--- src/rtl/fetch_if.sv ---
// Fetch front-end bus: redirect/stall/halt controls from the pipeline,
// the instruction-memory req/ack channel and the queue-head view for IF/ID.
interface fetch_if #(
  parameter int PC_WIDTH          = 9,
  parameter int INSTRUCTION_WIDTH = 32,
  parameter int QUEUE_DEPTH       = 2
);
  logic                               Redirect;
  logic [PC_WIDTH-1:0]                RedirectPC;
  logic                               Stall;
  logic                               Halt;
  logic                               MemReq;
  logic [PC_WIDTH-1:0]                MemAddr;
  logic                               MemAck;
  logic [INSTRUCTION_WIDTH-1:0]       MemRData;
  logic                               InstrValid;
  logic [PC_WIDTH-1:0]                InstrPC;
  logic [INSTRUCTION_WIDTH-1:0]       Instr;
  logic [$clog2(QUEUE_DEPTH):0]       QueueCount;

  // fetch unit side
  modport master (
    input  Redirect, RedirectPC, Stall, Halt, MemAck, MemRData,
    output MemReq, MemAddr, InstrValid, InstrPC, Instr, QueueCount
  );

  // pipeline / memory side
  modport slave (
    output Redirect, RedirectPC, Stall, Halt, MemAck, MemRData,
    input  MemReq, MemAddr, InstrValid, InstrPC, Instr, QueueCount
  );
endinterface

--- src/rtl/fetch_unit.sv ---
// Instruction-fetch front end: owns the fetch PC, keeps at most one
// instruction-memory request outstanding and buffers returned words in a
// small prefetch queue feeding IF/ID.
//
//   state     | meaning
//   ----------+---------------------------------------------------------
//   S_IDLE    | no request outstanding
//   S_WAIT    | request outstanding, data will be pushed on ack
//   S_DISCARD | request outstanding after a redirect, data dropped on ack
module fetch_unit #(
  parameter int                  PC_WIDTH          = 9,
  parameter int                  INSTRUCTION_WIDTH = 32,
  parameter int                  QUEUE_DEPTH       = 2,
  parameter logic [PC_WIDTH-1:0] RESET_PC          = '0
) (
  input  logic    clk,
  input  logic    rst,
  fetch_if.master fetch_bus
);

  localparam int PTR_W = $clog2(QUEUE_DEPTH);
  localparam int CNT_W = PTR_W + 1;

  typedef enum logic [1:0] {
    S_IDLE    = 2'd0,
    S_WAIT    = 2'd1,
    S_DISCARD = 2'd2
  } state_t;

  state_t                       r_state;
  state_t                       w_state_nxt;
  logic                         r_mem_req;
  logic                         w_mem_req_nxt;
  logic [PC_WIDTH-1:0]          r_mem_addr;
  logic [PC_WIDTH-1:0]          w_mem_addr_nxt;
  logic [PC_WIDTH-1:0]          r_fetch_pc;
  logic [PC_WIDTH-1:0]          w_fetch_pc_nxt;
  logic [PC_WIDTH-1:0]          w_addr_inc;

  logic [PC_WIDTH-1:0]          r_q_pc    [QUEUE_DEPTH];
  logic [INSTRUCTION_WIDTH-1:0] r_q_instr [QUEUE_DEPTH];
  logic [PTR_W-1:0]             r_head;
  logic [PTR_W-1:0]             r_tail;
  logic [CNT_W-1:0]             r_count;
  logic [CNT_W-1:0]             w_count_after;

  logic                         w_valid;
  logic                         w_pop;
  logic                         w_push;
  logic                         w_can_issue;

  // Redirect outranks everything: no push or pop in a redirect cycle.
  assign w_valid       = (r_count != '0);
  assign w_pop         = w_valid && !fetch_bus.Stall && !fetch_bus.Redirect;
  assign w_push        = (r_state == S_WAIT) && fetch_bus.MemAck && !fetch_bus.Redirect;
  assign w_count_after = r_count + CNT_W'(w_push) - CNT_W'(w_pop);
  // Issuing only when a slot is free after this cycle reserves room for the
  // returning word, so a push can never overflow the queue.
  assign w_can_issue   = !fetch_bus.Halt && !fetch_bus.Redirect &&
                         (w_count_after < CNT_W'(QUEUE_DEPTH));
  assign w_addr_inc    = r_mem_addr + PC_WIDTH'(4);

  // State register together with the registered request outputs and fetch PC.
  always_ff @(posedge clk or posedge rst) begin
    if (rst) begin
      r_state    <= S_IDLE;
      r_mem_req  <= 1'b0;
      r_mem_addr <= '0;
      r_fetch_pc <= RESET_PC;
    end else begin
      r_state    <= w_state_nxt;
      r_mem_req  <= w_mem_req_nxt;
      r_mem_addr <= w_mem_addr_nxt;
      r_fetch_pc <= w_fetch_pc_nxt;
    end
  end

  // Next-state, request and fetch-PC decisions for the request channel.
  always_comb begin
    w_state_nxt    = r_state;
    w_mem_req_nxt  = r_mem_req;
    w_mem_addr_nxt = r_mem_addr;
    w_fetch_pc_nxt = r_fetch_pc;

    if (fetch_bus.Redirect) begin
      w_fetch_pc_nxt = fetch_bus.RedirectPC;
    end

    case (r_state)
      S_IDLE: begin
        if (w_can_issue) begin
          w_state_nxt    = S_WAIT;
          w_mem_req_nxt  = 1'b1;
          w_mem_addr_nxt = r_fetch_pc;
        end
      end
      S_WAIT: begin
        if (fetch_bus.Redirect) begin
          if (fetch_bus.MemAck) begin
            w_state_nxt   = S_IDLE;
            w_mem_req_nxt = 1'b0;
          end else begin
            // request cannot be aborted; keep req/addr held until ack
            w_state_nxt = S_DISCARD;
          end
        end else if (fetch_bus.MemAck) begin
          w_fetch_pc_nxt = w_addr_inc;
          if (w_can_issue) begin
            w_mem_addr_nxt = w_addr_inc;
          end else begin
            w_state_nxt   = S_IDLE;
            w_mem_req_nxt = 1'b0;
          end
        end
      end
      S_DISCARD: begin
        if (fetch_bus.MemAck) begin
          w_state_nxt   = S_IDLE;
          w_mem_req_nxt = 1'b0;
        end
      end
      default: begin
        w_state_nxt   = S_IDLE;
        w_mem_req_nxt = 1'b0;
      end
    endcase
  end

  // Prefetch queue: circular buffer, cleared wholesale on redirect.
  always_ff @(posedge clk or posedge rst) begin
    if (rst) begin
      r_head  <= '0;
      r_tail  <= '0;
      r_count <= '0;
      for (int i = 0; i < QUEUE_DEPTH; i++) begin
        r_q_pc[i]    <= '0;
        r_q_instr[i] <= '0;
      end
    end else if (fetch_bus.Redirect) begin
      r_head  <= '0;
      r_tail  <= '0;
      r_count <= '0;
    end else begin
      if (w_push) begin
        r_q_pc[r_tail]    <= r_mem_addr;
        r_q_instr[r_tail] <= fetch_bus.MemRData;
        r_tail            <= r_tail + PTR_W'(1);
      end
      if (w_pop) begin
        r_head <= r_head + PTR_W'(1);
      end
      r_count <= w_count_after;
    end
  end

  assign fetch_bus.MemReq     = r_mem_req;
  assign fetch_bus.MemAddr    = r_mem_addr;
  assign fetch_bus.InstrValid = w_valid;
  // empty queue presents an all-zero bubble to IF/ID
  assign fetch_bus.InstrPC    = w_valid ? r_q_pc[r_head]    : '0;
  assign fetch_bus.Instr      = w_valid ? r_q_instr[r_head] : '0;
  assign fetch_bus.QueueCount = r_count;

endmodule

--- src/flat_wrapper.sv ---
// flat-port wrapper written by rule: the top's interface ports become plain ports
module fetch_unit_flat 
#(
  parameter int                  PC_WIDTH          = 9,
  parameter int                  INSTRUCTION_WIDTH = 32,
  parameter int                  QUEUE_DEPTH       = 2,
  parameter logic [PC_WIDTH-1:0] RESET_PC          = '0
)
  (clk, rst, fetch_bus_Redirect, fetch_bus_RedirectPC, fetch_bus_Stall, fetch_bus_Halt, fetch_bus_MemAck, fetch_bus_MemRData, fetch_bus_MemReq, fetch_bus_MemAddr, fetch_bus_InstrValid, fetch_bus_InstrPC, fetch_bus_Instr, fetch_bus_QueueCount);
  fetch_if #(.PC_WIDTH(PC_WIDTH), .INSTRUCTION_WIDTH(INSTRUCTION_WIDTH), .QUEUE_DEPTH(QUEUE_DEPTH)) fetch_bus_i ();
  input  logic clk;
  input  logic rst;
  input wire logic [$bits(fetch_bus_i.Redirect)-1:0] fetch_bus_Redirect;
  input wire logic [$bits(fetch_bus_i.RedirectPC)-1:0] fetch_bus_RedirectPC;
  input wire logic [$bits(fetch_bus_i.Stall)-1:0] fetch_bus_Stall;
  input wire logic [$bits(fetch_bus_i.Halt)-1:0] fetch_bus_Halt;
  input wire logic [$bits(fetch_bus_i.MemAck)-1:0] fetch_bus_MemAck;
  input wire logic [$bits(fetch_bus_i.MemRData)-1:0] fetch_bus_MemRData;
  output wire logic [$bits(fetch_bus_i.MemReq)-1:0] fetch_bus_MemReq;
  output wire logic [$bits(fetch_bus_i.MemAddr)-1:0] fetch_bus_MemAddr;
  output wire logic [$bits(fetch_bus_i.InstrValid)-1:0] fetch_bus_InstrValid;
  output wire logic [$bits(fetch_bus_i.InstrPC)-1:0] fetch_bus_InstrPC;
  output wire logic [$bits(fetch_bus_i.Instr)-1:0] fetch_bus_Instr;
  output wire logic [$bits(fetch_bus_i.QueueCount)-1:0] fetch_bus_QueueCount;
  assign fetch_bus_i.Redirect = fetch_bus_Redirect;
  assign fetch_bus_i.RedirectPC = fetch_bus_RedirectPC;
  assign fetch_bus_i.Stall = fetch_bus_Stall;
  assign fetch_bus_i.Halt = fetch_bus_Halt;
  assign fetch_bus_i.MemAck = fetch_bus_MemAck;
  assign fetch_bus_i.MemRData = fetch_bus_MemRData;
  assign fetch_bus_MemReq = fetch_bus_i.MemReq;
  assign fetch_bus_MemAddr = fetch_bus_i.MemAddr;
  assign fetch_bus_InstrValid = fetch_bus_i.InstrValid;
  assign fetch_bus_InstrPC = fetch_bus_i.InstrPC;
  assign fetch_bus_Instr = fetch_bus_i.Instr;
  assign fetch_bus_QueueCount = fetch_bus_i.QueueCount;
  fetch_unit #(.PC_WIDTH(PC_WIDTH), .INSTRUCTION_WIDTH(INSTRUCTION_WIDTH), .QUEUE_DEPTH(QUEUE_DEPTH), .RESET_PC(RESET_PC)) u_core (.clk(clk), .rst(rst), .fetch_bus(fetch_bus_i));
endmodule
--- config.mk ---
export PLATFORM = sky130hd
export DESIGN_NAME = fetch_unit_flat
export DESIGN_NICKNAME = d
export VERILOG_FILES = /design/src/rtl/fetch_if.sv /design/src/rtl/fetch_unit.sv /design/src/flat_wrapper.sv
export SDC_FILE = /design/constraint.sdc
export NUM_CORES = 1
export LEC_CHECK = 0
export ABC_AREA = 0
export BUFFER_PORTS_ARGS = -buffer_cell sky130_fd_sc_hd__buf_2
export CORE_UTILIZATION = 55
export DETAILED_ROUTE_END_ITERATION = 10
export GPL_TIMING_DRIVEN = 0
export PLACE_DENSITY = 0.8
export SYNTH_ARGS = -nofsm -noshare
export SYNTH_HDL_FRONTEND = slang
export SYNTH_SLANG_ARGS = --single-unit
--- constraint.sdc ---
create_clock -name clk -period 4.5 [get_ports clk]
set_input_delay 1.125 -clock clk [delete_from_list [all_inputs] [get_ports clk]]
set_output_delay 1.125 -clock clk [all_outputs]
set_load 0.01 [all_outputs]
* Word level (Yosys, flattened, before mapping)
Cells that the tools add are included.
Cells by class: $add $sub $neg 5, $mul 0, divide/modulo/power cells 0, magnitude comparators 4, equality and inequality tests 9, shifts and indexed selects 0, muxes and demuxes 41, bitwise gates (word level) 3, reduce and logical (&&, ||, !) cells 19
Operators with widths (number):
- $mux 32 | 5
- $mux 9 | 13
- $bwmux 64 | 1
- $demux 32 s1 | 1
- $bwmux 18 | 1
- $pmux 9 s2 | 1
- $mux 2 | 7
- $add 9x3->9 const B | 1
- $demux 9 s1 | 1
- $mux 1 | 9
- $reduce_bool 2->1 | 4
- $logic_and 1x1->1 | 7
- $ne 2x2->1 const B | 3
- $ne 3x3->1 const B | 2
- $pmux 2 s3 | 1
- $reduce_and 5->1 | 1
- $ge 2x2->1 const B | 2
- $ne 2x1->1 const B | 2
- $not 1->2 | 2
- $reduce_and 4->1 | 1
- $logic_not 1->1 | 3
- $pmux 1 s3 | 1
- $reduce_and 3->1 | 1
- $add 1x1->1 const B | 2
- other kinds (9) | 9
Word-level totals: register bits after elaboration 107, latch bits 0, RAM bits 0, ROM bits 0, input bits 47, output and inout port bits 54, logic and storage cells 92, memories kept 0

* Logic depth before layout (Yosys ltp)
Gate-level depths: netlist (run 1).
depth after elaboration 11, gate-level depth with buffers 11, mapped depth without buffers 9

* Least setup slack after synthesis (run 1)
Ideal clock, no wire load.
path type in2reg, start point input fetch_bus_Redirect, end point register u_core.r_mem_addr[0] (netlist: u_core.fetch_bus.MemAddr[0]), library setup time 0.125 ns, data arrival time 3.145 ns, data required time 4.375 ns, slack 1.230 ns, stages 9, path buffers 2, path through clkbuf_1 > clkbuf_1 > nor3_1 > ha_1 > inv_1 > ha_1 > xor3_1 > nor3_1 > mux2_2
Between the ends: word-level cells in the longest chain between the ends 8, elaborated cells between the ends (all ways) 12, those cells by class add/sub (2); order compare (1); eq/ne (3); reduce/logical (6)
RTL lines:
- start: declaration | RTL line flat_wrapper.sv:13 | input wire logic [$bits(fetch_bus_i.Redirect)-1:0] fetch_bus_Redirect;
- $logic_not 1->1 | RTL line fetch_unit.sv:54, fetch_unit.sv:55, fetch_unit.sv:59
- $logic_and 1x1->1 | RTL line fetch_unit.sv:55 | assign w_push = (r_state == S_WAIT) && fetch_bus.MemAck && !fetch_bus.Redirect;
- $add 2x1->2 | RTL line fetch_unit.sv:56 | assign w_count_after = r_count + CNT_W'(w_push) - CNT_W'(w_pop);
- $sub 2x1->2 | RTL line fetch_unit.sv:56
- $lt 2x2->1 | RTL line fetch_unit.sv:60 | (w_count_after < CNT_W'(QUEUE_DEPTH));
- $logic_and 1x1->1 | RTL line fetch_unit.sv:59 | assign w_can_issue = !fetch_bus.Halt && !fetch_bus.Redirect &&
- $ne 2x1->1 (no source line)
- $reduce_and 5->1 (no source line) (*)
- end signal: assignment | RTL line fetch_unit.sv:73 | r_mem_addr <= w_mem_addr_nxt;
- end: declaration | RTL line fetch_unit.sv:34 | logic [PC_WIDTH-1:0] r_mem_addr;
Mark *: on every way between the ends. The rest lies on a longest branch, timed or not. A chain may end at the register's enable or synchronous reset.

* Worst setup path in the final report (run 1)
start point input fetch_bus_Redirect, end point register u_core.r_mem_addr[1] (netlist: u_core.fetch_bus.MemAddr[1])
The elaborated chain is that of the path after synthesis.

==> qor.txt, run 1 <==
Core area: 8760 µm²
First-pass GRT wire length: 17.4 mm
Clock buffer depth: 2
Fin. max-slew vios: 0
Crit. End Element: register
Hold Buf Count CTS: 0
IO Pins: 101
Area grow syn2layout: 17.2%
Period utilization: 0.809
Final hold violations: 0
CP startpoint kind: input pin
# diodes: 0
Seq pwr share: 0.516
Crit Path Class: input pin to register
Total gr overflow: 0
Total power: 2.79 mW
Max H-tree Level: 3
Clock share of power: 0.211
Status: finished, final reports clean
Critical Path AT: 3.90 ns
Chip Height: 97.4 µm
Hold depth: 1
Worst hold slack: 0.499 ns
Final #Nets: 567
Final Util: 0.669
Slew headroom: 0.536
Syn_nets: 455
Worst R2R Setup Slack: 1.63 ns
Post-Route WL: 10.3 mm
Largest net degree at the start of global routing: 74
Antenna Violating Nets Remaining: 0
Root buf cell: clkbuf_8
Psw: 0.875 mW
# DRC: 0
Die Area: 9480 µm²
Seq/Total Area, Yosys: 0.535
Drt pass-1 iters: 6
Initial Util: 0.571
R2r worst-path depth: 8
Cts repair resizes: 0
Postcts setup bufs: 0
Achievable Freq: 0.275 GHz
Slew @ Worst Pin: 0.693 ns
Worst Hold Endpoint: u_core.r_q_instr[47]$_DFFE_PP0P_
GRT Total Usage: 0.231
GP Congestion: 0.779
Logic pwr share: 0.274
Pint: 1.91 mW
Synthesized area per cell: 12.3 µm²
First DRT Iteration DRCs: 205
Peak VDD IR: 254 µV
PD cells: 476 nW/µm²
Site Rows: 34
Yosys reg bits: 107
Required time worst endpoint: 4.76 ns
Setup TNS: 0 ns
Vias in the first global route: 3458
Clk pin slew, worst setup/hold paths: 0.10 ns
Chip width: 97.4 µm
Final setup violation count: 0
CP max FO: 10
Inserted Clock Buffers: 9
Worst r2r src: u_core.fetch_bus.QueueCount[0]$_DFF_PP0_
Hold wc startpoint: u_core.r_q_instr[47]$_DFFE_PP0P_
RSZ-0062 raised after global routing: false
Distinct cells, synth: 35
Max-cap violations: 0
Fin crit period: 3.64 ns
CTS tree: built
DR vias: 3449
Hold/Removal Path Class: register to register
Clk_skew: 0.00774 ns
Drt wl/cell: 16.4 µm
Dpl hpwl: 7.18 mm
Leak pwr: 2.85 nW
Switching Fraction: 0.314
Clk Latency, worst-skew pair: 0.37 ns
Worst R2R End: u_core.fetch_bus.MemAddr[1]$_DFFE_PP0P_
IO buf count: 100
Clk sink count: 107
Syn. warnings: 0
Vias per cell: 5.47
Mapped Cells: 405
Antenna violations before repair: 0
Layout cell share with drive strength beyond 1: 0.427
Final Worst Setup Slack: 0.860 ns
Cell Area, Synth: 5000 µm²
Worst slack, placed: 0.545 ns
==> cell families after synthesis <==
| family | count (synthesis) | synth area share |
|---|---|---|
| multiplexers | 131 | 0.283 |
| flip-flops | 107 | 0.535 |
| AND/OR/NAND/NOR | 89 | 0.0816 |
| AO/OA/AOI/OAI | 38 | 0.0478 |
| buffers and inverters | 30 | 0.0293 |
| XOR/XNOR | 7 | 0.0153 |
| adder cells (fa/ha/maj) | 3 | 0.00751 |
==> per-stage QoR <==
| stage | area (µm²) | std cells |
|---|---|---|
| 6_report | 5860 | 630 |
| 5_1_grt | 5860 | 630 |
| 4_1_cts | 5860 | 630 |
| 3_5_place_dp | 5670 | 614 |
| 3_3_place_gp | 5640 | 613 |
| 2_1_floorplan | 5000 | 405 |
==> routing by layer <==
metal	share of wire	GRT usage	wire (µm)
met1	0.45	0.315	4680
met2	0.49	0.369	5020
met3	0.044	0.0446	458
met4	0.017	0.0837	173
met5	0	0	0
==> cell type report <==
class / instances / area [µm²]
multi-input cells: 268 / 2180
flip-flops and latches: 107 / 2680
clock buffers: 10 / 128
fillers: 690 / 2900
well taps: 108 / 135
repair buffers: 101 / 528
clock inverters: 6 / 65.1
inverters: 5 / 21.3
plain buffers: 25 / 128
==> state kept, by name, indices dropped and copies added (netlist names) <==
register	flops
u_core.r_q_instr	64
u_core.r_q_pc	18
u_core.fetch_bus.MemAddr	9
u_core.r_fetch_pc	9
u_core.fetch_bus.QueueCount	2
u_core.r_state	2
u_core.fetch_bus.MemReq	1
u_core.r_head	1
u_core.r_tail	1
==> how the worst max path moves through the flow <==
stage,from,end
4_1_cts,fetch_bus_Redirect,u_core.fetch_bus.MemAddr[1]$_DFFE_PP0P_
6_report,fetch_bus_Redirect,u_core.fetch_bus.MemAddr[1]$_DFFE_PP0P_
5_1_grt,fetch_bus_Redirect,u_core.fetch_bus.MemAddr[1]$_DFFE_PP0P_
3_5_place_dp,fetch_bus_Redirect,u_core.fetch_bus.MemAddr[1]$_DFFE_PP0P_
3_3_place_gp,rst,u_core.fetch_bus.MemAddr[0]$_DFFE_PP0P_
2_1_floorplan,rst,u_core.fetch_bus.MemAddr[0]$_DFFE_PP0P_
==> critical path, cell delays in order <==
cell and delay, ns:
buf_2 0.14, clkbuf_1 0.32, clkbuf_1 0.48, nor3_1 0.13, ha_1 0.29, inv_1 0.05
ha_1 0.14, xor3_1 0.31, nor3_1 0.51, mux2_2 0.40
==> power groups by stage <==
| stage | sequential, mW | combinational [mW] | clock [mW] |
|---|---|---|---|
| global route | 1.48 | 0.845 | 0.644 |
| detailed placement | 1.46 | 0.768 | 0 |
| floorplan | 1.41 | 0.549 | 0 |
| finish | 1.44 | 0.763 | 0.589 |
| global placement | 1.43 | 0.732 | 0 |
| CTS | 1.44 | 0.773 | 0.603 |
==> cells in the final DEF (no fill, tap or decap), types with 2 or more instances in the layout <==
master	count
clkbuf_8	9
a21oi_1	14
a31o_2	2
mux2_1	4
ha_1	3
or3_1	2
xor2_1	3
inv_1	4
o31ai_1	2
and3b_1	2
o22ai_1	4
or2_2	2
xnor2_1	3
nand2b_1	2
mux2i_1	47
buf_2	112
nor3_1	2
o21ai_0	9
a2bb2oi_1	2
nand2_1	17
nor2_1	51
mux2_2	80
nor2b_1	4
buf_4	5
clkbuf_1	9
dfrtp_1	107
clkinv_2	2
a21boi_1	2
nand3_1	3
==> synth_stat cells <==
cell,instances,area share
a211oi_4,1,0.0040
a21boi_1,2,0.0030
a21oi_1,14,0.014
a22o_1,1,0.0018
a2bb2oi_1,2,0.0035
a31o_2,2,0.0035
and3b_1,2,0.0035
buf_2,12,0.012
buf_4,5,0.0075
clkbuf_1,8,0.0060
dfrtp_1,107,0.54
ha_1,3,0.0075
inv_1,5,0.0038
mux2_1,4,0.0090
mux2_2,80,0.18
mux2i_1,47,0.094
nand2_1,17,0.013
nand2b_1,2,0.0025
nand3_1,3,0.0030
nand3b_4,1,0.0040
nor2_1,51,0.038
nor2_2,1,0.0013
nor2b_1,4,0.0050
nor3_1,2,0.0020
nor3_2,1,0.0020
o21ai_0,9,0.0090
o21ai_1,1,0.0010
o22ai_1,4,0.0050
o31ai_1,2,0.0030
or2_2,2,0.0025
or3_1,2,0.0025
or3_4,1,0.0023
xnor2_1,3,0.0053
xor2_1,3,0.0053
xor3_1,1,0.0048
Power figures use the tool's default switching activity.
==> run 2, diff against run 1 <==
--- a/config.mk
+++ b/config.mk
@@ -7,10 +7,10 @@
 export LEC_CHECK = 0
 export ABC_AREA = 0
 export BUFFER_PORTS_ARGS = -buffer_cell sky130_fd_sc_hd__buf_2
-export CORE_UTILIZATION = 55
+export CORE_UTILIZATION = 50
 export DETAILED_ROUTE_END_ITERATION = 10
 export GPL_TIMING_DRIVEN = 0
-export PLACE_DENSITY = 0.8
+export PLACE_DENSITY = 0.77
 export SYNTH_ARGS = -nofsm -noshare
 export SYNTH_HDL_FRONTEND = slang
 export SYNTH_SLANG_ARGS = --single-unit
==> constraint.sdc (replaced) <==
create_clock -name clk -period 3.21 [get_ports clk]
set_input_delay 0.8025 -clock clk [delete_from_list [all_inputs] [get_ports clk]]
set_output_delay 0.8025 -clock clk [all_outputs]
set_load 0.01 [all_outputs]
==> qor.txt, run 2 (synthesis results as in run 1) <==
Vias per cell: 5.25 (-4.0%)
Core area: 9730 µm² (+11%)
Dpl hpwl: 7.34 mm (+2.3%)
Drt pass-1 iters: 6 (unchanged)
Most frequent cells in the layout: 112 x buf_2, 107 x dfrtp_1, 80 x mux2_2, 51 x nor2_1, 47 x mux2i_1
Post-Route WL: 10.2 mm (-1.3%)
Fin crit period: 2.89 ns
Max-cap violations: 0 (unchanged)
Layout cell share with drive strength beyond 1: 0.433 (+0.00575)
Site Rows: 36 (+5.9%)
Slew @ Worst Pin: 0.727 ns (+0.0336 ns)
CP max FO: 10 (unchanged)
Crit Path Class: register to output port
Clock share of power: 0.198 (-0.013)
Psw: 1.22 mW (+39%)
Drt wl/cell: 15.6 µm (-5.0%)
Max incr delay on CP: 0.53 ns (+0.02 ns)
Initial Util: 0.514 (-0.0567)
Peak VDD IR: 310 µV (+22%)
Switching Fraction: 0.318 (+0.00416)
Crit. End Element: output port
Vias in the first global route: 3549 (+2.6%)
Max H-tree Level: 3 (unchanged)
Critical Path AT: 2.08 ns (-1.82 ns)
Postcts setup bufs: 0 (unchanged)
Largest register FFs: 64 (unchanged)
Final #Nets: 567 (unchanged)
Slowest cell on crit path: nor2_1
Pint: 2.61 mW (+36%)
PD cells: 650 nW/µm² (+37%)
Area used by multi-input combinational logic: 2180 µm² (+0.23%)
Chip width: 102 µm (+4.8%)
Achievable Freq: 0.346 GHz
Final setup violation count: 0 (unchanged)
Fill cells: 848 (+23%)
Status: finished, final reports clean
DR vias: 3441 (-0.23%)
GP Congestion: 0.809 (+3.9%)
IO Pins: 101 (unchanged)
Clock buffer depth: 2 (unchanged)
Reg area: 2680 µm² (unchanged)
Final hold violations: 0 (unchanged)
Chip Height: 102 µm (+4.8%)
Largest net degree at the start of global routing: 40 (-46%)
Worst Path Buf+Inv: 2 (-2)
Area grow syn2layout: 17.8%
CP startpoint kind: register
Clk_skew: 0.0119 ns (+0.00419 ns)
Worst slack, placed: -0.380 ns (-0.925 ns)
Total power: 3.83 mW (+37%)
Slew headroom: 0.514 (-0.0217)
Required time worst endpoint: 2.41 ns (-2.35 ns)
Leak pwr: 2.84 nW (-0.37%)
Period utilization: 0.899
Setup TNS: 0 ns (unchanged)
Root buf cell: clkbuf_8
Most flops, register: u_core.r_q_instr
Antenna Violating Nets Remaining: 0 (unchanged)
Worst hold slack: 0.504 ns (+0.00471 ns)
# diodes: 0 (unchanged)
Worst-path cell chain: nor2_1 -> clkbuf_1 -> nor2_1 -> buf_2
CP most frequent cell: nor2_1
IO buf count: 100 (unchanged)
Clk Latency, worst-skew pair: 0.37 ns (about the same)
Inserted Clock Buffers: 9 (unchanged)
Biggest regs: u_core.r_q_instr x64, u_core.r_q_pc x18
GRT Total Usage: 0.213 (-0.0181)
Kind of cell adding the most delay to the critical path: simple AND/OR/NAND/NOR gates
First-pass GRT wire length: 16.8 mm (-3.1%)
Most common cell after layout, fill and taps aside: buf_2
Clk sink count: 107 (unchanged)
Seq pwr share: 0.525 (+0.009)
CTS tree: built
Antenna violations before repair: 0 (unchanged)
First DRT Iteration DRCs: 114 (-44%)
# DRC: 0 (unchanged)
Final Worst Setup Slack: 0.324 ns (-0.537 ns)
Hold/Removal Path Class: register to register
Die Area: 10400 µm² (+9.8%)
Logic pwr share: 0.277 (+0.003)
Clk pin slew, worst setup/hold paths: 0.09 ns (about the same)
RSZ-0062 raised after global routing: false
Fin. max-slew vios: 0 (unchanged)
Total gr overflow: 0 (unchanged)
-- run 2: per-layer routing --
metal	global-route usage	share of wire	vias to the layer above
li1	-	-	1636
met1	0.274	0.44	1713
met2	0.350	0.49	80
met3	0.0554	0.052	12
met4	0.0714	0.012	0
met5	0	0	-
-- run 2: layout make-up --
| cell class | instances | area share |
|---|---|---|
| multi-input cells | 268 | 0.370 |
| clock buffers | 10 | 0.0217 |
| flip-flops and latches | 107 | 0.455 |
| repair buffers | 102 | 0.0918 |
| well taps | 133 | 0.0282 |
| inverters | 5 | 0.00382 |
| clock inverters | 6 | 0.00828 |
| plain buffers | 24 | 0.0212 |
-- run 2: final timing paths --
path	to	slack [ns]	startpoint	cells past startpoint
setup / recovery	fetch_bus_Instr[13]	0.32	u_core.fetch_bus.QueueCount[0]$_DFF_PP0_	4
hold / removal	u_core.r_q_pc[2]$_DFFE_PP0P_	0.50	u_core.r_q_pc[2]$_DFFE_PP0P_	1
setup reg to reg	u_core.fetch_bus.MemAddr[0]$_DFFE_PP0P_	0.56	u_core.fetch_bus.QueueCount[0]$_DFF_PP0_	8
hold reg to reg	u_core.r_q_pc[2]$_DFFE_PP0P_	0.50	u_core.r_q_pc[2]$_DFFE_PP0P_	1
max in group asynchronous	u_core.fetch_bus.QueueCount[1]$_DFF_PP0_	2.04	rst	3
min in group asynchronous	u_core.r_q_instr[0]$_DFFE_PP0P_	0.55	rst	2
-- run 2: stage by stage --
step | area, µm² | std cells | utilization
floorplan | 5000 | 405 | -
global placement | 5670 | 638 | 0.583
detailed placement | 5710 | 640 | 0.587
CTS | 5890 | 656 | 0.605
global route | 5890 | 655 | 0.605
finish | 5890 | 655 | 0.605
-- run 2: power by group through the flow --
stage / Combinational (mW) / Sequential, mW / Clock (mW)
floorplan: 0.770 / 1.98 / 0
finish: 1.06 / 2.01 / 0.759
global placement: 1.03 / 2.01 / 0
detailed placement: 1.07 / 2.04 / 0
CTS: 1.08 / 2.01 / 0.788
global route: 1.18 / 2.07 / 0.843
-- run 2: repair_timing --
| item | 4_1_cts | 5_1_grt |
|---|---|---|
| hold buffers | 0 | 0 |
| resized for setup | 0 | 3 |
| endpoints found under the setup margin | 0 | 9 |
==> run 3, diff against run 2 <==
==> constraint.sdc (replaced) <==
create_clock -name clk -period 3.21 [get_ports clk]
set_input_delay 0.321 -clock clk [delete_from_list [all_inputs] [get_ports clk]]
set_output_delay 0.321 -clock clk [all_outputs]
set_load 0.01 [all_outputs]
==> qor.txt, run 3 (synthesis results as in run 1) <==
Status: finished, final reports clean
Fin crit period: 2.73 ns (-0.157 ns)
R2r worst-path depth: 8 (unchanged)
Crit. End Element: register
Max-cap violations: 0 (unchanged)
Slew headroom: 0.519 (+0.00492)
Final #Nets: 567 (unchanged)
RSZ-0062 raised after global routing: false
Clk pin slew, worst setup/hold paths: 0.10 ns (about the same)
Most frequent cells in the layout: 112 x buf_2, 107 x dfrtp_1, 80 x mux2_2, 51 x nor2_1, 47 x mux2i_1
Hold Buf Count CTS: 0 (unchanged)
Final setup violation count: 0 (unchanged)
# DRC: 0 (unchanged)
Chip width: 102 µm (unchanged)
Required time worst endpoint: 3.47 ns (+1.06 ns)
Most flops, register: u_core.r_q_instr
Vias per cell: 5.21 (-0.90%)
Worst slack, placed: 0.116 ns (+0.496 ns)
Critical Path AT: 2.99 ns (+0.91 ns)
Most common cell after layout, fill and taps aside: buf_2
Leak pwr: 2.85 nW (+0.45%)
Site Rows: 36 (unchanged)
Layout cell share with drive strength beyond 1: 0.429 (-0.00383)
Initial Util: 0.514 (unchanged)
Postcts setup bufs: 0 (unchanged)
Period utilization: 0.850 (-0.0488)
IO Pins: 101 (unchanged)
First DRT Iteration DRCs: 73 (-36%)
Clk_skew: 0.0121 ns (+0.000163 ns)
Root buf cell: clkbuf_8
Biggest regs: u_core.r_q_instr x64, u_core.r_q_pc x18
Largest register FFs: 64 (unchanged)
Post-Route WL: 10.1 mm (-0.77%)
Clock buffer depth: 2 (unchanged)
Largest net degree at the start of global routing: 58 (+45%)
Final Worst Setup Slack: 0.480 ns (+0.157 ns)
Worst R2R End: u_core.fetch_bus.MemAddr[0]$_DFFE_PP0P_
Antenna Violating Nets Remaining: 0 (unchanged)
Total gr overflow: 0 (unchanged)
Antenna violations before repair: 0 (unchanged)
CTS tree: built
Dpl hpwl: 7.14 mm (-2.8%)
Peak VDD IR: 225 µV (-27%)
Achievable Freq: 0.366 GHz (+5.7%)
Inserted Clock Buffers: 9 (unchanged)
Area grow syn2layout: 18.0%
DR vias: 3410 (-0.90%)
Drt pass-1 iters: 5 (-1)
Clk sink count: 107 (unchanged)
Chip Height: 102 µm (unchanged)
Crit Path Class: register to register
Fin. max-slew vios: 0 (unchanged)
Clk Latency, worst-skew pair: 0.36 ns (about the same)
PD cells: 663 nW/µm² (+2.0%)
Final cell count without fillers: 655 (unchanged)
GRT Total Usage: 0.210 (-0.00261)
Slew @ Worst Pin: 0.721 ns (-0.00585 ns)
Vias in the first global route: 3515 (-0.96%)
Drt wl/cell: 15.5 µm (-0.77%)
# diodes: 0 (unchanged)
Final hold violations: 0 (unchanged)
GP Congestion: 0.811 (+0.30%)
Total power: 3.91 mW (+2.1%)
Worst R2R Setup Slack: 0.48 ns (-0.08 ns)
IO buf count: 100 (unchanged)
CP max FO: 9 (-1)
Worst r2r src: u_core.fetch_bus.QueueCount[0]$_DFF_PP0_
First-pass GRT wire length: 16.8 mm (about the same)
Final Util: 0.606 (+0.000900)
CP startpoint kind: register
Die Area: 10400 µm² (unchanged)
Cts repair resizes: 0 (unchanged)
Core area: 9730 µm² (unchanged)
Inst Count DP: 639 (-0.16%)
Hold/Removal Path Class: input pin to async pin
Max H-tree Level: 3 (unchanged)
[run 3: layer usage]
metal	GRT usage	vias up	wire length, µm
li1	-	1629	-
met1	0.284	1694	4680
met2	0.345	72	4990
met3	0.0287	15	285
met4	0.0824	0	161
met5	0	-	0
[run 3: critical path, stage by stage (launching register included)]
cell and delay, ns:
dfrtp_1 0.41, nor2_1 0.52, nor3_1 0.10, ha_1 0.29, inv_1 0.06, ha_1 0.15
xor3_1 0.31, nor3_1 0.39, mux2_2 0.39
[run 3: final cells by class]
cell class | count | area, µm²
fill | 834 | 3830
multi-input combinational | 268 | 2180
clock buffer | 10 | 138
sequential | 107 | 2680
clock inverter | 6 | 63.8
inverter | 5 | 21.3
buffer | 25 | 128
tap | 133 | 166
timing repair buffer | 101 | 528
[run 3: how the worst max path moves through the flow]
stage / startpoint / end / depth (start not counted)
floorplan: rst / u_core.fetch_bus.MemAddr[0]$_DFFE_PP0P_ / 1
global placement: rst / u_core.r_q_instr[2]$_DFFE_PP0P_ / 2
detailed placement: fetch_bus_Redirect / u_core.fetch_bus.MemAddr[0]$_DFFE_PP0P_ / 10
CTS: u_core.fetch_bus.QueueCount[0]$_DFF_PP0_ / u_core.fetch_bus.MemAddr[0]$_DFFE_PP0P_ / 8
global route: u_core.fetch_bus.QueueCount[0]$_DFF_PP0_ / u_core.fetch_bus.MemAddr[0]$_DFFE_PP0P_ / 8
finish: u_core.fetch_bus.QueueCount[0]$_DFF_PP0_ / u_core.fetch_bus.MemAddr[0]$_DFFE_PP0P_ / 8
[run 3: power breakdown]
part	internal, mW	switching (mW)	leakage [nW]	total (mW)
registers	1.74	0.267	1.35	2.01
logic	0.579	0.480	1.41	1.06
clock network	0.383	0.462	0.0987	0.845
[run 3: metrics by stage]
step	instance area (µm²)	TNS (ns)	hold slack (ns)
6_report	5900	0	0.0757
5_1_grt	5900	0	0.122
4_1_cts	5900	0	0.0890
3_5_place_dp	5700	0	0.479
3_3_place_gp	5670	-102.72	0.467
2_1_floorplan	5000	0	0.387
